==> config.mk <==
export PLATFORM = sky130hd
export DESIGN_NAME = fb_port_arbiter_flat
export DESIGN_NICKNAME = d
export VERILOG_FILES = /design/src/rtl/fb_port_arbiter_if.sv /design/src/rtl/fb_port_arbiter.sv /design/src/flat_wrapper.sv
export SDC_FILE = /design/constraint.sdc
export NUM_CORES = 1
export LEC_CHECK = 0
export CAP_MARGIN = 20
export CORE_MARGIN = 3
export CORE_UTILIZATION = 30
export CTS_CLUSTER_SIZE = 16
export DETAILED_ROUTE_END_ITERATION = 8
export DONT_BUFFER_PORTS = 1
export HOLD_SLACK_MARGIN = 0.12
export PLACE_DENSITY = 0.45
export SLEW_MARGIN = 20
export SYNTH_ARGS = -nofsm -noshare
export SYNTH_HDL_FRONTEND = slang
export SYNTH_SLANG_ARGS = --single-unit
==> constraint.sdc <==
create_clock -name CLK25 -period 5.1 [get_ports CLK25]
set_input_delay 0.765 -clock CLK25 [delete_from_list [all_inputs] [get_ports CLK25]]
set_output_delay 0.765 -clock CLK25 [all_outputs]
set_load 0.1 [all_outputs]
==> src/rtl/fb_port_arbiter_if.sv <==
// fb_port_arbiter_if: VGA read, camera write and frame-buffer RAM signals of fb_port_arbiter.
interface fb_port_arbiter_if #(
  parameter int ADDR_W = 17,
  parameter int DATA_W = 16,
  parameter int LVL_W  = 4
);
  logic              rd_req;
  logic [ADDR_W-1:0] rd_addr;
  logic [DATA_W-1:0] rd_data;
  logic              rd_valid;
  logic              wr_valid;
  logic              wr_ready;
  logic [ADDR_W-1:0] wr_addr;
  logic [DATA_W-1:0] wr_data;
  logic              wr_flush;
  logic [ADDR_W-1:0] mem_addr;
  logic              mem_we;
  logic [DATA_W-1:0] mem_wdata;
  logic [DATA_W-1:0] mem_rdata;
  logic [LVL_W-1:0]  fifo_level;
  logic              busy;
  modport slave (
    input  rd_req, rd_addr, wr_valid, wr_addr, wr_data, wr_flush, mem_rdata,
    output rd_data, rd_valid, wr_ready, mem_addr, mem_we, mem_wdata, fifo_level, busy
  );
  modport master (
    output rd_req, rd_addr, wr_valid, wr_addr, wr_data, wr_flush, mem_rdata,
    input  rd_data, rd_valid, wr_ready, mem_addr, mem_we, mem_wdata, fifo_level, busy
  );
endinterface

==> src/rtl/fb_port_arbiter.sv <==
// fb_port_arbiter: single-port frame-buffer sharing, VGA reads first, camera writes via FIFO.
// Define FB_ARB_STATS_EN to add drop_cnt / max_level statistics outputs.
module fb_port_arbiter #(
  parameter int ADDR_W     = 17,
  parameter int DATA_W     = 16,
  parameter int FB_PIXELS  = 76800,
  parameter int FIFO_DEPTH = 8,
  localparam int PTR_W     = $clog2(FIFO_DEPTH),
  localparam int LVL_W     = PTR_W + 1
) (
  input logic CLK25,
  input logic rst_n,
  fb_port_arbiter_if.slave bus
`ifdef FB_ARB_STATS_EN
  ,
  output logic [15:0]      drop_cnt,
  output logic [LVL_W-1:0] max_level
`endif
);
  localparam logic [ADDR_W-1:0] ADDR_LIM = ADDR_W'(FB_PIXELS);
  localparam logic [LVL_W-1:0]  LVL_FULL = LVL_W'(FIFO_DEPTH);
  typedef enum logic [1:0] {G_IDLE, G_RD, G_WR} grant_t;
  grant_t r_grant, w_grant_nx;
  logic [ADDR_W+DATA_W-1:0] r_fifo [FIFO_DEPTH];
  logic [PTR_W-1:0] r_wp, r_rp;
  logic [LVL_W-1:0] r_level, w_level_nx;
  logic [ADDR_W-1:0] r_mem_addr, w_mem_addr_nx, w_head_addr;
  logic [DATA_W-1:0] r_mem_wdata, w_mem_wdata_nx, w_head_data;
  logic r_mem_we, w_mem_we_nx;
  logic r_rdy, r_oor1, r_oor2, r_rd_valid;
  logic w_push, w_pop, w_full, w_head_oor;

  assign w_full = r_level == LVL_FULL;
  assign {w_head_addr, w_head_data} = r_fifo[r_rp];
  assign w_head_oor = w_head_addr >= ADDR_LIM;
  assign w_push = bus.wr_valid & bus.wr_ready & !bus.wr_flush;
  assign w_pop = !bus.rd_req & (r_level != '0) & !bus.wr_flush;
  assign w_level_nx = bus.wr_flush ? '0 : r_level + LVL_W'(w_push) - LVL_W'(w_pop);

  assign bus.wr_ready   = r_rdy & !w_full;
  assign bus.mem_addr   = r_mem_addr;
  assign bus.mem_we     = r_mem_we;
  assign bus.mem_wdata  = r_mem_wdata;
  assign bus.rd_valid   = r_rd_valid;
  assign bus.rd_data    = (r_rd_valid & !r_oor2) ? bus.mem_rdata : '0;
  assign bus.fifo_level = r_level;
  assign bus.busy       = (r_level != '0) | r_mem_we;

  // Reads always win; out-of-range write pops still consume the slot but never assert mem_we.
  always_comb begin
    w_grant_nx     = G_IDLE;
    w_mem_addr_nx  = r_mem_addr;
    w_mem_wdata_nx = r_mem_wdata;
    w_mem_we_nx    = 1'b0;
    if (bus.rd_req) begin
      w_grant_nx    = G_RD;
      w_mem_addr_nx = bus.rd_addr;
    end else if (w_pop) begin
      w_grant_nx     = G_WR;
      w_mem_addr_nx  = w_head_addr;
      w_mem_wdata_nx = w_head_data;
      w_mem_we_nx    = !w_head_oor;
    end
  end

  always_ff @(posedge CLK25 or negedge rst_n) begin
    if (!rst_n) begin
      r_grant     <= G_IDLE;
      r_mem_addr  <= '0;
      r_mem_wdata <= '0;
      r_mem_we    <= 1'b0;
      r_oor1      <= 1'b0;
      r_oor2      <= 1'b0;
      r_rd_valid  <= 1'b0;
      r_rdy       <= 1'b0;
      r_level     <= '0;
      r_wp        <= '0;
      r_rp        <= '0;
    end else begin
      r_grant     <= w_grant_nx;
      r_mem_addr  <= w_mem_addr_nx;
      r_mem_wdata <= w_mem_wdata_nx;
      r_mem_we    <= w_mem_we_nx;
      r_oor1      <= bus.rd_addr >= ADDR_LIM;
      r_oor2      <= r_oor1;
      r_rd_valid  <= r_grant == G_RD;
      r_rdy       <= 1'b1;
      r_level     <= w_level_nx;
      r_wp        <= bus.wr_flush ? '0 : r_wp + PTR_W'(w_push);
      r_rp        <= bus.wr_flush ? '0 : r_rp + PTR_W'(w_pop);
    end
  end

  always_ff @(posedge CLK25) begin
    if (w_push) r_fifo[r_wp] <= {bus.wr_addr, bus.wr_data};
  end

`ifdef FB_ARB_STATS_EN
  logic [1:0]       w_drop_inc;
  logic [16:0]      w_drop_sum;
  logic [15:0]      r_drop_cnt;
  logic [LVL_W-1:0] r_max_level;
  assign w_drop_inc = 2'(w_pop & w_head_oor) + 2'(bus.wr_valid & !bus.wr_ready);
  assign w_drop_sum = {1'b0, r_drop_cnt} + 17'(w_drop_inc);
  assign drop_cnt   = r_drop_cnt;
  assign max_level  = r_max_level;
  always_ff @(posedge CLK25 or negedge rst_n) begin
    if (!rst_n) begin
      r_drop_cnt  <= '0;
      r_max_level <= '0;
    end else begin
      r_drop_cnt  <= w_drop_sum[16] ? 16'hFFFF : w_drop_sum[15:0];
      r_max_level <= (w_level_nx > r_max_level) ? w_level_nx : r_max_level;
    end
  end
`endif
endmodule

==> src/flat_wrapper.sv <==
// flat-port wrapper written by rule: the top's interface ports become plain ports
module fb_port_arbiter_flat 
#(
  parameter int ADDR_W     = 17,
  parameter int DATA_W     = 16,
  parameter int FB_PIXELS  = 76800,
  parameter int FIFO_DEPTH = 8,
  localparam int PTR_W     = $clog2(FIFO_DEPTH),
  localparam int LVL_W     = PTR_W + 1
)
  (CLK25, rst_n, bus_rd_req, bus_rd_addr, bus_wr_valid, bus_wr_addr, bus_wr_data, bus_wr_flush, bus_mem_rdata, bus_rd_data, bus_rd_valid, bus_wr_ready, bus_mem_addr, bus_mem_we, bus_mem_wdata, bus_fifo_level, bus_busy);
  fb_port_arbiter_if #(.ADDR_W(ADDR_W), .DATA_W(DATA_W), .LVL_W(4)) bus_i ();
  input logic CLK25;
  input logic rst_n;
  input wire logic [$bits(bus_i.rd_req)-1:0] bus_rd_req;
  input wire logic [$bits(bus_i.rd_addr)-1:0] bus_rd_addr;
  input wire logic [$bits(bus_i.wr_valid)-1:0] bus_wr_valid;
  input wire logic [$bits(bus_i.wr_addr)-1:0] bus_wr_addr;
  input wire logic [$bits(bus_i.wr_data)-1:0] bus_wr_data;
  input wire logic [$bits(bus_i.wr_flush)-1:0] bus_wr_flush;
  input wire logic [$bits(bus_i.mem_rdata)-1:0] bus_mem_rdata;
  output wire logic [$bits(bus_i.rd_data)-1:0] bus_rd_data;
  output wire logic [$bits(bus_i.rd_valid)-1:0] bus_rd_valid;
  output wire logic [$bits(bus_i.wr_ready)-1:0] bus_wr_ready;
  output wire logic [$bits(bus_i.mem_addr)-1:0] bus_mem_addr;
  output wire logic [$bits(bus_i.mem_we)-1:0] bus_mem_we;
  output wire logic [$bits(bus_i.mem_wdata)-1:0] bus_mem_wdata;
  output wire logic [$bits(bus_i.fifo_level)-1:0] bus_fifo_level;
  output wire logic [$bits(bus_i.busy)-1:0] bus_busy;
  assign bus_i.rd_req = bus_rd_req;
  assign bus_i.rd_addr = bus_rd_addr;
  assign bus_i.wr_valid = bus_wr_valid;
  assign bus_i.wr_addr = bus_wr_addr;
  assign bus_i.wr_data = bus_wr_data;
  assign bus_i.wr_flush = bus_wr_flush;
  assign bus_i.mem_rdata = bus_mem_rdata;
  assign bus_rd_data = bus_i.rd_data;
  assign bus_rd_valid = bus_i.rd_valid;
  assign bus_wr_ready = bus_i.wr_ready;
  assign bus_mem_addr = bus_i.mem_addr;
  assign bus_mem_we = bus_i.mem_we;
  assign bus_mem_wdata = bus_i.mem_wdata;
  assign bus_fifo_level = bus_i.fifo_level;
  assign bus_busy = bus_i.busy;
  fb_port_arbiter #(.ADDR_W(ADDR_W), .DATA_W(DATA_W), .FB_PIXELS(FB_PIXELS), .FIFO_DEPTH(FIFO_DEPTH)) u_core (.CLK25(CLK25), .rst_n(rst_n), .bus(bus_i));
endmodule
==> metrics.cfg, run 1 <==
[job]
maxCapViolations=0

[placement]
dpl.cell_count=1120
place_congestion=0.784
dpl-instance-area_um2=12900
hpwl_um=16100
io_buffers=0

[clock_network]
h-tree-depth=2
cts-resized-gates=0
cts_hold_buf=2
cts_root_buf=clkbuf_16
path_clk_slew_ps=60
cts_buffer_depth=3
cts.sink_count=314
clk_latency_ps=520
post_cts_buffers=0
tritoncts=done
cts_buffers=34

[drt]
routed.top_layer=met4
viasPerCell=4.71
drtAntennaViolNets=0
dr_wl_met3_um=1780
via_count=5579
wl_met1_um=11600
drtIter0Drc=290
wl_met2_um=12800
routedWlPerCell_um=22.6
wirelength_um=26700
drtPass1Iterations=4
drc=0

[cells_and_area]
final_util=0.350
finish.instance_area_um2=14000
nNetsFinal=716
n_antenna_cell=0
layout-drive-gt1-share=0.229
layout_commonest_cell=edfxtp_1
final_cell_mix=edfxtp_1 (264), mux4_2 (65), dfrtp_1 (47)
syn2layout_area_growth_pct=14.9
fin_cells=1185

[worst_setup_path]
crit_family=simple AND/OR/NAND/NOR gates
max_stage_delay_ps=1000
start_kind=flip-flop
path_cells=nor2_1 > a2111oi_2 > nand2b_1 > nor2_4 > buf_4
reg2reg_to=u_core.r_fifo[2][24]$_DFFE_PP_
crit_type=reg2reg
r2r-start=u_core.bus.fifo_level[1]$_DFF_PN0_
cp_slowest_cell=dfrtp_1
worst-r2r-setup-slack_ps=1240
crit_buf_inv=1
cp-end-kind=flip-flop
required_ps=5330
crit_fanout=24
cp.arrival_ps=4090
r2r_cells=5

[synthesis]
yosysSeqAreaShare=0.754
synthTopCellsByArea=edfxtp_1 (65%), mux4_2 (12%), dfrtp_1 (10%), mux2i_1 (3.0%), nand2_1 (1.3%)
netlist_instances=611
synth_top_area_share=0.651
synth.distinct_cells=35
syn_area_um2=12200
synth_async_sr_flop_share=0.159
synth_edf_count=264
yosys.area.top_type=edfxtp_1
synth_warnings=0
synth_top_flop_cell=edfxtp_1
ys_ff_latch=314
avgSynthCellArea_um2=19.9
syn_nets=693

[sta]
max_freq_mhz=259
setup_viol=0
hold_viol=0
fin_setup_tns_ps=0
rsz0062_at_grt=false
max_slew.worst_pin.slew_ps=1050
slew_headroom=0.300
fin_worst_skew_ps=21.7
fin_crit_sh=0.757
finalCriticalPeriod_ps=3860
slew_violations=0
whs_ps=299

[hold_path]
worst_hold_path_type=in2reg
min_to=u_core.r_grant[0]$_DFF_PN0_
hold_path_depth=0
min-delay-start=bus_rd_req

[global_route]
grt_pass1_wl_um=41000
antenna_found_initial=0
grt-ovfl-total=0
grt_usage=0.125
grt_start_max_net_pins=68
grt_pass1_vias=6302

[floorplanning]
rows=73
core_um2=39900
io_pins=128
fp.dieW_um=207
die_height_um=207
die_area_um2=43000
start_util=0.305

[power]
leakagePower_nw=4.51
p_per_area_nw_per_um2=492
peakVddDrop_mv=0.296

[run_status]
status=completed

## flip-flops by register name (all words and copies together), names as in the netlist
signal                 count
u_core.bus.fifo_level      4
u_core.bus.rd_valid        1
u_core.r_wp                3
u_core.r_rp                3
u_core.r_oor2              1
u_core.r_fifo            264
u_core.bus.mem_wdata      16
u_core.r_grant             2
u_core.bus.mem_addr       17
u_core.r_oor1              1
u_core.bus.mem_we          1
u_core.r_rdy               1
## synth_stat cells, types with 2 or more instances
library cell and instances:
mux4_2 65, nor2_1 12, clkbuf_1 12, mux2i_1 36, buf_2 10, and2_1 16, o21ai_0 16, ha_1 10
xnor2_1 4, dfrtp_1 50, a21oi_1 7, o221ai_1 10, buf_4 5, nor3_1 2, nor2b_1 9, edfxtp_1 264
mux2_2 4, a22o_1 3, nand2_1 41, inv_1 16, buf_6 2, nand2b_1 4
## layout make-up
type                       instances  area [um^2]
clock buffer                      49          937
clock inverter                    13          135
fill                            3682        25900
inverter                          17         63.8
multi-input combinational        250         2840
sequential                       314         9190
tap                              525          657
timing repair buffer              17          163
## metrics by stage
step	total power, W	setup WS [ps]
final	0.00688	1240
after floorplan	0.00442	382
after global placement	0.00457	1320
after CTS	0.00700	1130
after global routing	0.00718	980
after detailed placement	0.00458	1130
## worst max path at each step
stage,startpoint,end,slack (ps),depth (start not counted)
floorplan,u_core.bus.fifo_level[2]$_DFF_PN0_,u_core.r_fifo[1][0]$_DFFE_PP_,380,5
global placement,u_core.bus.fifo_level[1]$_DFF_PN0_,u_core.r_fifo[3][6]$_DFFE_PP_,1320,5
detailed placement,u_core.bus.fifo_level[1]$_DFF_PN0_,u_core.r_fifo[3][19]$_DFFE_PP_,1130,5
CTS,u_core.bus.fifo_level[1]$_DFF_PN0_,u_core.r_fifo[3][19]$_DFFE_PP_,1130,5
global route,u_core.bus.fifo_level[1]$_DFF_PN0_,u_core.r_fifo[3][19]$_DFFE_PP_,980,5
finish,u_core.bus.fifo_level[1]$_DFF_PN0_,u_core.r_fifo[2][24]$_DFFE_PP_,1240,5
## worst register-to-register path: cells and delay by family, from the launching register on
| kind | cells | cell delay [ps] |
|---|---|---|
| AND/OR/NAND/NOR | 3 | 1550 |
| flip-flops | 1 | 1000 |
| AO/OA/AOI/OAI | 1 | 740 |
| buffers and inverters | 1 | 310 |
## metal layers
metal / track usage / vias up
li1: - / 2465
met2: 0.204 / 159
met3: 0.0382 / 43
met5: 0 / -
met1: 0.164 / 2912
met4: 0.0349 / 0
## power by group
group	total (W)	switching [W]	internal [W]
clock network	0.00237	0.000976	0.00139
registers	0.00379	0.000887	0.00290
logic	0.000731	0.000425	0.000307
## logic make-up (layout without fill, tap and decap cells)
group | count (synthesis) | after routing | synth area share
flip-flops | 314 | 314 | 0.754
multiplexers | 107 | 107 | 0.157
AND/OR/NAND/NOR | 86 | 86 | 0.0332
buffers and inverters | 47 | 96 | 0.0183
AO/OA/AOI/OAI | 41 | 41 | 0.0228
adder cells (fa/ha/maj) | 11 | 11 | 0.0119
XOR/XNOR | 4 | 4 | 0.00288
other | 1 | 1 | 0.000308
Power figures use the tool's default switching activity.
==> inputs of run 2 (changes only) <==
--- a/config.mk
+++ b/config.mk
@@ -5,6 +5,7 @@
 export SDC_FILE = /design/constraint.sdc
 export NUM_CORES = 1
 export LEC_CHECK = 0
+export ABC_AREA = 1
 export CAP_MARGIN = 20
 export CORE_MARGIN = 3
 export CORE_UTILIZATION = 30
==> constraint.sdc (replaced) <==
create_clock -name CLK25 -period 3.6 [get_ports CLK25]
set_input_delay 0.54 -clock CLK25 [delete_from_list [all_inputs] [get_ports CLK25]]
set_output_delay 0.54 -clock CLK25 [all_outputs]
set_load 0.1 [all_outputs]
==> run 2 against run 1 <==
Sequential power up 40%. Clock power up 60%. Clock skew about the same. Global-route usage up 2.5 points. Largest cell class unchanged. Critical path depth down 1. Synthesized cell count up 71%.
==> metrics.cfg, run 2 <==
[placement]
place_ws_ps=1010  ; -119 ps
place_congestion=0.697  ; -11%
hpwl_um=18800  ; +17%
io_buffers=0  ; unchanged

[power]
leakagePower_nw=5.60  ; +24%
peakVddDrop_mv=0.352  ; +19%
p_per_area_nw_per_um2=703  ; +43%

[drt]
routedWlPerCell_um=20.3  ; -10%
drtAntennaViolNets=0  ; unchanged
drtPass1Iterations=7  ; +3
viasPerCell=4.81  ; +2.1%
drtIter0Drc=446  ; +54%
via_count=8027  ; +44%
drc=0  ; unchanged
wirelength_um=33800  ; +27%

[synthesis]
synth_top_area_share=0.625  ; -0.0258
ys_ff_latch=314  ; unchanged
synth_top_flop_cell=edfxtp_1
syn_area_um2=12700  ; +4.1%
yosysSeqAreaShare=0.724  ; -0.0299
syn_nets=1126  ; +62%
synth_warnings=0  ; unchanged
synth_most_common_cell=edfxtp_1
yosys.area.top_type=edfxtp_1
avgSynthCellArea_um2=12.1  ; -39%
synth_edf_count=264  ; unchanged
synth.distinct_cells=28  ; -20%
synth_async_sr_flop_share=0.159  ; unchanged
ys_top_cells_by_count=edfxtp_1 (264), nor2_1 (163), nand2_1 (149), o21ai_0 (113), inv_1 (83)
netlist_instances=1044  ; +71%
synthTopCellsByArea=edfxtp_1 (63%), dfrtp_1 (9.9%), nor2_1 (4.8%), o21ai_0 (4.5%), nand2_1 (4.4%)

[clock_network]
cts_buffers=36  ; +5.9%
path_clk_slew_ps=60  ; about the same
post_cts_buffers=0  ; unchanged
clk_latency_ps=530  ; about the same
cts_buffer_depth=3  ; unchanged
cts_root_buf=clkbuf_16
h-tree-depth=2  ; unchanged
cts-resized-gates=0  ; unchanged
tritoncts=done
cts_hold_buf=38  ; +36
cts.sink_count=314  ; unchanged

[floorplanning]
rows=74  ; +1.4%
start_util=0.307  ; +0.00198
fp.dieW_um=212  ; +2.0%
die_area_um2=44800  ; +4.0%
die_height_um=212  ; +2.0%
core_um2=41300  ; +3.5%
io_pins=128  ; unchanged

[sta]
slew_violations=0  ; unchanged
finalWorstSetupSlack_ps=888  ; -352 ps
fin_worst_skew_ps=21.9  ; +0.215 ps
slew_headroom=0.316  ; +0.0163
fin_crit_sh=0.753
whs_ps=143  ; -156 ps
max_freq_mhz=369
rsz0062_at_grt=false
hold_viol=0  ; unchanged
finalCriticalPeriod_ps=2710
max_slew.worst_pin.slew_ps=1030  ; -22.0 ps
setup_viol=0  ; unchanged

[worst_setup_path]
crit_type=reg2out
required_ps=3060  ; -2270 ps
cp_slowest_cell=nand2_1
cp_common_cell=buf_4
crit_fanout=16  ; -33%
crit_buf_inv=2  ; +1
cp-end-kind=output pin
cp.arrival_ps=2170  ; -1920 ps
crit_family=simple AND/OR/NAND/NOR gates
max_stage_delay_ps=500  ; -500 ps
path_cells=buf_4 > nand2_1 > nor2_2 > buf_4
start_kind=flip-flop

[global_route]
met3_usage=0.0325  ; -0.00578
use_met2=0.241  ; +0.0362
grt_pass1_vias=7987  ; +27%
antenna_found_initial=3  ; +3
grt_pass1_wl_um=51100  ; +24%
met1_usage=0.212  ; +0.0483
grt-busiest-layer=met2
grt_start_max_net_pins=86  ; +26%
grt_usage=0.151  ; +0.0252
grt-ovfl-total=0  ; unchanged

[cells_and_area]
final_cell_mix=edfxtp_1 (264), nand2_1 (149), nor2_1 (139)
nNetsFinal=1189  ; +66%
syn2layout_area_growth_pct=19.3
largest_register_ffs=264  ; unchanged
layout_commonest_cell=edfxtp_1
layout-drive-gt1-share=0.118  ; -0.111
top_register=u_core.r_fifo

[job]
maxCapViolations=0  ; unchanged

[run_status]
status=completed

[hold_path]
worst_hold_path_type=in2reg

==> run 2: changes by cell type after synthesis, moves of 8 or more <==
| cell | previous run | this run |
|---|---|---|
| nor2_1 | 12 | 163 |
| inv_1 | 16 | 83 |
| mux4_2 | 65 | 0 |
| o21ai_0 | 16 | 113 |
| buf_2 | 10 | 26 |
| o22ai_1 | 0 | 18 |
| nor2b_1 | 9 | 0 |
| buf_4 | 5 | 13 |
| nand2_1 | 41 | 149 |
| mux2i_1 | 36 | 0 |
| o221ai_1 | 10 | 34 |
| and2_1 | 16 | 0 |
| o21ai_1 | 1 | 26 |
| nand3_1 | 0 | 51 |
==> run 2: per-stage QoR <==
stage / power [W] / setup TNS, ps / area (um^2) / instances / util
4_1_cts: 0.0108 / 0 / 15100 / 1667 / 0.366
5_1_grt: 0.0111 / 0 / 15100 / 1668 / 0.366
3_3_place_gp: 0.00685 / 0 / 13500 / 1563 / 0.327
3_5_place_dp: 0.00686 / 0 / 13500 / 1563 / 0.327
2_1_floorplan: 0.00648 / -50540 / 12700 / 1044 / -
6_report: 0.0106 / 0 / 15100 / 1670 / 0.366
==> run 2: logic make-up after synthesis <==
kind of cell	share of synthesized area
simple gates	0.116
flops	0.724
compound gates	0.0924
buf+inv	0.0546
fa+ha+maj	0.0114
xor+xnor	0.00138
other cells	0.000296
==> run 2: cell type report <==
cell class / count / area (um^2)
sequential: 314 / 9180
clock inverter: 20 / 224
timing repair buffer: 85 / 788
tap: 532 / 666
fill: 4061 / 26200
antenna: 3 / 7.51
inverter: 86 / 325
clock buffer: 46 / 1010
multi-input combinational: 584 / 2920
==> run 2: final timing paths <==
| check | start | slack (ps) | to | cells after the start |
|---|---|---|---|---|
| max | u_core.bus.rd_valid$_DFF_PN0_ | 890 | bus_rd_data[12] | 4 |
| min | bus_rd_addr[2] | 140 | u_core.bus.mem_addr[2]$_DFFE_PN0P_ | 2 |
| max reg2reg | u_core.bus.fifo_level[2]$_DFF_PN0_ | 1030 | u_core.r_fifo[3][1]$_DFFE_PP_ | 8 |
| min reg2reg | u_core.r_oor1$_DFF_PN0_ | 350 | u_core.r_oor2$_DFF_PN0_ | 0 |
| max in group asynchronous | rst_n | 2710 | u_core.r_rp[0]$_DFF_PN0_ | 2 |
| min in group asynchronous | rst_n | 580 | u_core.bus.mem_wdata[6]$_DFFE_PN0P_ | 2 |
==> run 2: metal layers <==
metal / vias to the layer above / part of all wire
met1: 3991 / 0.47
met2: 197 / 0.46
met4: 2 / 0.015
li1: 3793 / -
met5: - / 0.00038
met3: 44 / 0.053
==> run 2: where the power goes <==
part	internal (W)	switching, W
clock network	0.00234	0.00145
logic	0.000418	0.00112
registers	0.00412	0.00118
